--- src/rtl/inst_encoder.sv ---
// inst_encoder: encodes ALU micro-ops into RV32I words and queues each with its address in a FIFO.
// Define INST_ENC_RANGE_CHECK_EN to reject immediates that do not fit the encoded field.
module inst_encoder #(
  parameter int          DEPTH     = 4,
  parameter logic [31:0] BASE_ADDR = 32'h0
) (
  input  logic        clk,
  input  logic        rst_n,
  input  logic        restart,
  input  logic        in_valid,
  output logic        in_ready,
  input  logic [3:0]  alu_control,
  input  logic        is_unsigned,
  input  logic        use_imm,
  input  logic [4:0]  rs1_num,
  input  logic [4:0]  rs2_num,
  input  logic [4:0]  rd_num,
  input  logic [31:0] imm_small,
  output logic        out_valid,
  input  logic        out_ready,
  output logic [31:0] inst,
  output logic [31:0] inst_addr,
  output logic        err
);
  localparam int AW = $clog2(DEPTH);
  localparam int CW = $clog2(DEPTH + 1);
  logic [31:0]   mem_inst [DEPTH];
  logic [31:0]   mem_addr [DEPTH];
  logic [AW-1:0] wr_ptr, rd_ptr;
  logic [CW-1:0] count;
  logic [31:0]   next_addr, word;
  logic [2:0]    f3;
  logic          is_add, is_sub, is_sll, is_slt, is_xor, known, range_bad, illegal;
  logic          accept, push, pop;
  assign is_add = alu_control == 4'b0010;
  assign is_sub = alu_control == 4'b0100;
  assign is_sll = alu_control == 4'b0001;
  assign is_slt = alu_control == 4'b0101;
  assign is_xor = alu_control == 4'b0110;
  assign known  = is_add | is_sub | is_sll | is_slt | is_xor;
  assign f3 = is_sll ? 3'd1 : is_slt ? {2'b01, is_unsigned} : is_xor ? 3'd4 : 3'd0;
`ifdef INST_ENC_RANGE_CHECK_EN
  assign range_bad = use_imm && (is_sll ? |imm_small[31:5]
                                        : !(&imm_small[31:11] || !(|imm_small[31:11])));
`else
  logic unused_imm;
  assign unused_imm = ^imm_small[31:12];
  assign range_bad  = 1'b0;
`endif
  assign illegal = !known || ((is_sub || is_xor) && use_imm) || (is_unsigned && !is_slt) || range_bad;
  assign word = !use_imm ? {is_sub ? 7'h20 : 7'h00, rs2_num, rs1_num, f3, rd_num, 7'h33}
              : is_sll   ? {7'h00, imm_small[4:0], rs1_num, f3, rd_num, 7'h13}
              :            {imm_small[11:0], rs1_num, f3, rd_num, 7'h13};
  assign in_ready  = count != CW'(DEPTH);
  assign out_valid = count != '0;
  assign accept    = in_valid && in_ready;
  assign push      = accept && !illegal && !restart;
  assign pop       = out_valid && out_ready && !restart;
  assign inst      = mem_inst[rd_ptr];
  assign inst_addr = mem_addr[rd_ptr];
  always_ff @(posedge clk or negedge rst_n) begin
    if (!rst_n) begin
      for (int i = 0; i < DEPTH; i++) begin
        mem_inst[i] <= '0;
        mem_addr[i] <= '0;
      end
      wr_ptr    <= '0;
      rd_ptr    <= '0;
      count     <= '0;
      next_addr <= BASE_ADDR;
      err       <= 1'b0;
    end else if (restart) begin
      wr_ptr    <= '0;
      rd_ptr    <= '0;
      count     <= '0;
      next_addr <= BASE_ADDR;
      err       <= 1'b0;
    end else begin
      err <= accept && illegal;
      if (push) begin
        mem_inst[wr_ptr] <= word;
        mem_addr[wr_ptr] <= next_addr;
        wr_ptr           <= wr_ptr + 1'b1;
        next_addr        <= next_addr + 32'd4;
      end
      if (pop) rd_ptr <= rd_ptr + 1'b1;
      if (push != pop) count <= push ? count + 1'b1 : count - 1'b1;
    end
  end
endmodule

--- config.mk ---
export PLATFORM = sky130hd
export DESIGN_NAME = inst_encoder
export DESIGN_NICKNAME = d
export VERILOG_FILES = /design/src/rtl/inst_encoder.sv
export SDC_FILE = /design/constraint.sdc
export NUM_CORES = 1
export LEC_CHECK = 0
export CAP_MARGIN = 40
export CORE_MARGIN = 4
export CORE_UTILIZATION = 35
export CTS_CLUSTER_DIAMETER = 120
export CTS_CLUSTER_SIZE = 14
export DETAILED_ROUTE_END_ITERATION = 8
export PLACE_DENSITY = 0.56
export SETUP_SLACK_MARGIN = 0.15
export SKIP_CTS_REPAIR_TIMING = 1
export SLEW_MARGIN = 20
export SYNTH_ARGS = -nofsm -noshare
export SYNTH_HDL_FRONTEND = slang
export SYNTH_SLANG_ARGS = --single-unit
--- constraint.sdc ---
create_clock -name clk -period 2.6 [get_ports clk]
set_clock_uncertainty 0.05 [all_clocks]
set_input_delay 0.52 -clock clk [delete_from_list [all_inputs] [get_ports clk]]
set_output_delay 0.52 -clock clk [all_outputs]
set_load 0.02 [all_outputs]
# --- Yosys cells after proc, flatten, opt, wreduce, memory -nomap -nowiden ---
# Index checks and enable logic that the tools add are counted.
totals:
  reg_bits: 296
  latchBits: 0
  ram_bits: 0
  rom_bits: 0
  out_inout_bits: 67
  word_cells: 82
  memories: 0
op_classes:
  addsub: 5
  multipliers: 0
  div: 0
  order_cmp: 3
  eq_ne: 7
  shift: 0
  mux: 26
  bitwise_logic: 7
  reduce_logical: 21
ops:
  columns: ["op", "count"]
  rows:
  - ["$mux 32", 9]
  - ["$bwmux 128", 2]
  - ["$bmux 32 s2", 2]
  - ["$demux 32 s2", 1]
  - ["$add 32x3->32 const B", 1]
  - ["$mux 3", 6]
  - ["$eq 4x3->1 const B", 3]
  - ["$logic_and 1x1->1", 9]
  - ["$mux 2", 4]
  - ["$ge 3x3->1 const B", 2]
  - ["$mux 6", 1]
  - ["$not 2->3", 2]
  - ["$reduce_bool 2->1", 3]
  - ["$add 2x1->2 const B", 2]
  - ["$eq 4x1->1 const B", 1]
  - ["$eq 4x2->1 const B", 1]
  - ["$logic_not 1->1", 4]
  - ["$or 1x1->1", 4]
  - ["$add 3x1->3 const B", 1]
  - ["$logic_or 1x1->1", 3]
  - ["$lt 3x1->1 const B", 1]
  - ["$ne 3x3->1 const B", 1]
  - ["$reduce_bool 3->1", 1]
  - ["$sub 3x1->3 const B", 1]
  - ["4 further kinds", 4]

# --- Depth between registers and ports, before layout ---
logic_depth:
  depth_word: 14
  ltp_mapped: 13
  ltp_nobuf: 10

# --- Worst setup path after synthesis ---
# OpenSTA, ideal clock, no wires.
synth_path:
  path_type: "register to register"
  from: "register count[1]"
  to: "register count[2]"
  t_arrival_ns: 2.890
  slack_ns: -0.411
  stages_incl_launch_ff: 14
  path_buffers: 3
  period_less_slack_ns: 3.011
  cell_sequence: "dfrtp_1 -> or3b_1 -> and2_1 -> buf_2 -> o21ai_1 -> clkbuf_1 -> buf_2 -> nor2_1 -> fa_1 -> nor3b_1 -> a21oi_1 -> o31ai_1 -> a21oi_1 -> nand4_1"
synth_between:
  elab_chain_cells: 7
synth_lines:
  columns: ["item", "line", "source"]
  rows:
  - ["start: declaration", "30", "logic [CW-1:0] count;"]
  - ["start signal: assignment", "87", "if (push != pop) count <= push ? count + 1'b1 : count - 1'b1;"]
  - ["$ne 3x3->1 *", "54", "assign in_ready = count != CW'(DEPTH);"]
  - ["net in_ready", "11", "output logic in_ready,"]
  - ["$logic_and 1x1->1 *", "56", "assign accept = in_valid && in_ready;"]
  - ["$logic_and 1x1->1 * (2 in series)", "57", "assign push = accept && !illegal && !restart;"]
  - ["$mux 3 (2 in series)", "87", null]
  - ["$mux 3", "72", "end else if (restart) begin"]
# The timed path passes the listed nets; every way through them passes the cells marked *. The select of a mux whose other input is x is not followed.
# A chain may end at the register's enable or synchronous reset.

# --- Final worst setup path ---
layout_path:
  from: "register rd_ptr[0]"
  to: "output inst_addr[15]"
layout_between:
  elab_chain_cells: 4
layout_lines:
  columns: ["item", "line", "source"]
  rows:
  - ["start: declaration", "29", "logic [AW-1:0] wr_ptr, rd_ptr;"]
  - ["start signal: assignment", "86", "if (pop) rd_ptr <= rd_ptr + 1'b1;"]
  - ["$not 2->3 (not written as such)", "60", "assign inst_addr = mem_addr[rd_ptr];"]
  - ["$bmux 32 s2", "60", null]
  - ["$mux 32 (not written as such) (2 in series)", "60", null]
  - ["end: declaration", "22", "output logic [31:0] inst_addr,"]
# Every way passes these cells. The select of a mux whose other input is x is not followed.

==> metrics.txt <==
Net Sw Power between 0.002 and 0.003 W; Core Util, Final a little over two fifths; Worst IR Drop VDD between 500 and 600 uV; Reg power frac between 40 and 50%; Final Routed Wirelength 28810 um; Setup crit start kind flip-flop; DRT iter0 DRCs ~390; Synth Flop Type dfrtp_1; CTS Buffer Depth 3; Final nets ~1000; asr flop ratio synth 100.0%; Switching Fraction approximately 28%; vias per cell around 5.2; Final min period ~2.6 ns; antenna viol nets, final 0; clk root buf clkbuf_16; Synth cell types between 40 and 50; synth warn 0; Total GRT Usage between 10 and 15%; vias post-DR 7470; Pins Over Slew Limit 0; die width between 150 and 200 um; Num CTS Buffers 22; H-Tree Depth 1; CP max FO 9; first drt pass iteration count 5; Remaining Overflow, GRT 0; final setup vio count 0; Die H just under 200 um; CP Data Required Time 2.03 ns; r2r setup slk between 0.2 and 0.25 ns; Fin. Hold Viols 0; CTS tree done; unrepaired setup endpoints after global routing true; number of synthesized flops with an enable pin 0; residual DRC count 0; wire per inst about 20 um; Max-Cap Viols 0; Mapped Cells roughly 840; routability-driven placement congestion ratio 0.7285; FF+latch count, synth about 270; Worst path max stage delay roughly 0.54 ns; Clk Latency, worst-skew pair roughly 0.52 ns; post-synthesis cell area 0.01230 mm^2; Clk pwr share 28.6%; setup TNS after final layout 0 ns; slew margin rel. around 60%; global-route wire length before repair approximately 44000 um; Inst Count DP approximately 1400; Power Density roughly 700 mW/mm^2; period utilization 99.44%; Reg clk slew, reported paths 0.08 ns; initial antenna violation count 0; Fmax about 390 MHz; Internal Power approximately 0.0075 W; Die Area approximately 0.038 mm^2; FP Rows 68; Num Clock Sinks 266; Core Area approximately 0.035 mm^2; Data arrival, critical path 2.02 ns; syn_area_per_cell 14.61 um^2; outcome complete, no violations; port bufs 99; Comb pwr share roughly 29%; crit path kind flip-flop to primary output; fraction of the yosys area taken by sequential cells 54.12%; cell repeated most along the worst path buf_12; Initial Utilization a little over a third; CP Capture Type primary output; vias in the first global route around 7600; layout overhead on the synthesized area 22.35%; Post-DP HPWL 17280 um; CP cell instances buf_12, buf_12, mux4_2, clkbuf_2; worst hold path class flip-flop to flip-flop; most frequent cells in the layout dfrtp_1, mux2_1, mux4_2; Ant. Diodes 0; critical-path cell with the highest stage delay mux4_2; commonest non-fill, non-tap cell in the layout dfrtp_1; Worst-Margin Slew roughly 0.61 ns; leak pwr roughly 7 nW; I/O pin total 125; fin cells between 1000 and 1500; share of cells above drive strength 1 23.85%; largest net degree at the start of global routing 64
## critical path: cells and delay by family (launching register included)
| family | cells | cell delay (ns) |
|---|---|---|
| buf+inv | 3 | 0.50 |
| flops | 1 | 0.45 |
| mux | 1 | 0.54 |
## synthesized netlist by cell type (2+ instances only)
master	n	area share, %
nor3_1	2	0.081
or3_1	10	0.51
nand2_1	25	0.76
buf_6	12	1.1
buf_1	6	0.18
xnor2_1	4	0.28
ha_1	5	0.51
and3_1	5	0.25
mux4_2	57	10
buf_4	11	0.67
inv_1	11	0.34
and4_1	2	0.14
or4b_1	2	0.16
nand3_1	10	0.41
nor2_1	15	0.46
or4_1	18	1.1
nand3b_1	4	0.24
nand4_1	8	0.41
clkbuf_1	26	0.79
o31a_1	2	0.14
o31ai_1	19	1.2
o22ai_1	2	0.10
and2_1	7	0.36
mux2i_1	4	0.33
mux2_1	222	20
dfrtp_1	266	54
nand2b_1	8	0.41
mux2_2	5	0.46
o21ai_1	11	0.45
nor3b_1	3	0.18
buf_2	14	0.57
a21oi_1	31	1.3
## flip-flops by register name, indices dropped and copies added, names as in the netlist
signal,cells
mem_addr,120
rd_ptr,2
mem_inst,108
count,3
next_addr,30
wr_ptr,2
err,1
## kinds of logic after synthesis
group                      Yosys count  share of synthesized area [%]
buffers and inverters               80                          3.652
DFF                                266                          54.12
other                                1                        0.03049
and+or+nand+nor                    123                          5.768
adders and majority gates            6                         0.6714
xor gates and xnor gates             5                         0.3560
muxes                              288                          31.55
AOI/OAI and AO/OA                   73                          3.856
## through the flow
step                total power (W)  instance area (um^2)  hold slack, ns  worst slack, ns
floorplan                  0.006107                 12370          0.1744          0.01625
global placement           0.007198                 14100          0.3946          -0.3394
detailed placement         0.007217                 14100          0.3991          -0.3364
CTS                         0.01027                 14690         -0.1415          -0.4241
global route                0.01100                 15050          0.4255         -0.04809
finish                      0.01050                 15050          0.4148          0.01448
## path summary, 6_finish.rpt
kind,start,cells past startpoint,to
worst max-delay path,rd_ptr[0]$_DFFE_PN0P_,4,inst_addr[15]
worst min-delay path,mem_inst[100]$_DFFE_PN0P_,1,mem_inst[100]$_DFFE_PN0P_
worst max register to register,count[1]$_DFFE_PN0P_,8,count[2]$_DFFE_PN0P_
worst min register to register,mem_inst[100]$_DFFE_PN0P_,1,mem_inst[100]$_DFFE_PN0P_
max in group asynchronous,rst_n,3,mem_addr[119]$_DFFE_PN0P_
min in group asynchronous,rst_n,2,mem_addr[8]$_DFFE_PN0P_
## layer usage
| metal | GRT usage [%] | vias to the layer above | wire length, um |
|---|---|---|---|
| met4 | 2.715 | 0 | 508 |
| met3 | 1.777 | 27 | 1037 |
| li1 | - | 3388 | - |
| met1 | 20.73 | 3922 | 13590 |
| met5 | 0 | - | 0 |
| met2 | 22.28 | 133 | 13670 |
## power by group through the flow
stage | combinational (W) | sequential [W] | clock, W
final | 0.00300 | 0.00449 | 0.00300
after global routing | 0.00321 | 0.00452 | 0.00327
after CTS | 0.00265 | 0.00450 | 0.00313
after detailed placement | 0.00264 | 0.00458 | 0
after global placement | 0.00263 | 0.00457 | 0
after floorplan | 0.00159 | 0.00451 | 0
## cell type report
| type | count | area [um^2] |
|---|---|---|
| multi-input combinational | 500 | 5253 |
| sequential | 266 | 6661 |
| inverter | 11 | 41.29 |
| timing repair buffer | 175 | 1941 |
| fill | 3154 | 19580 |
| tap | 455 | 569.3 |
| clock buffer | 25 | 583.1 |
No activity file was read; power rests on OpenSTA's default activity.
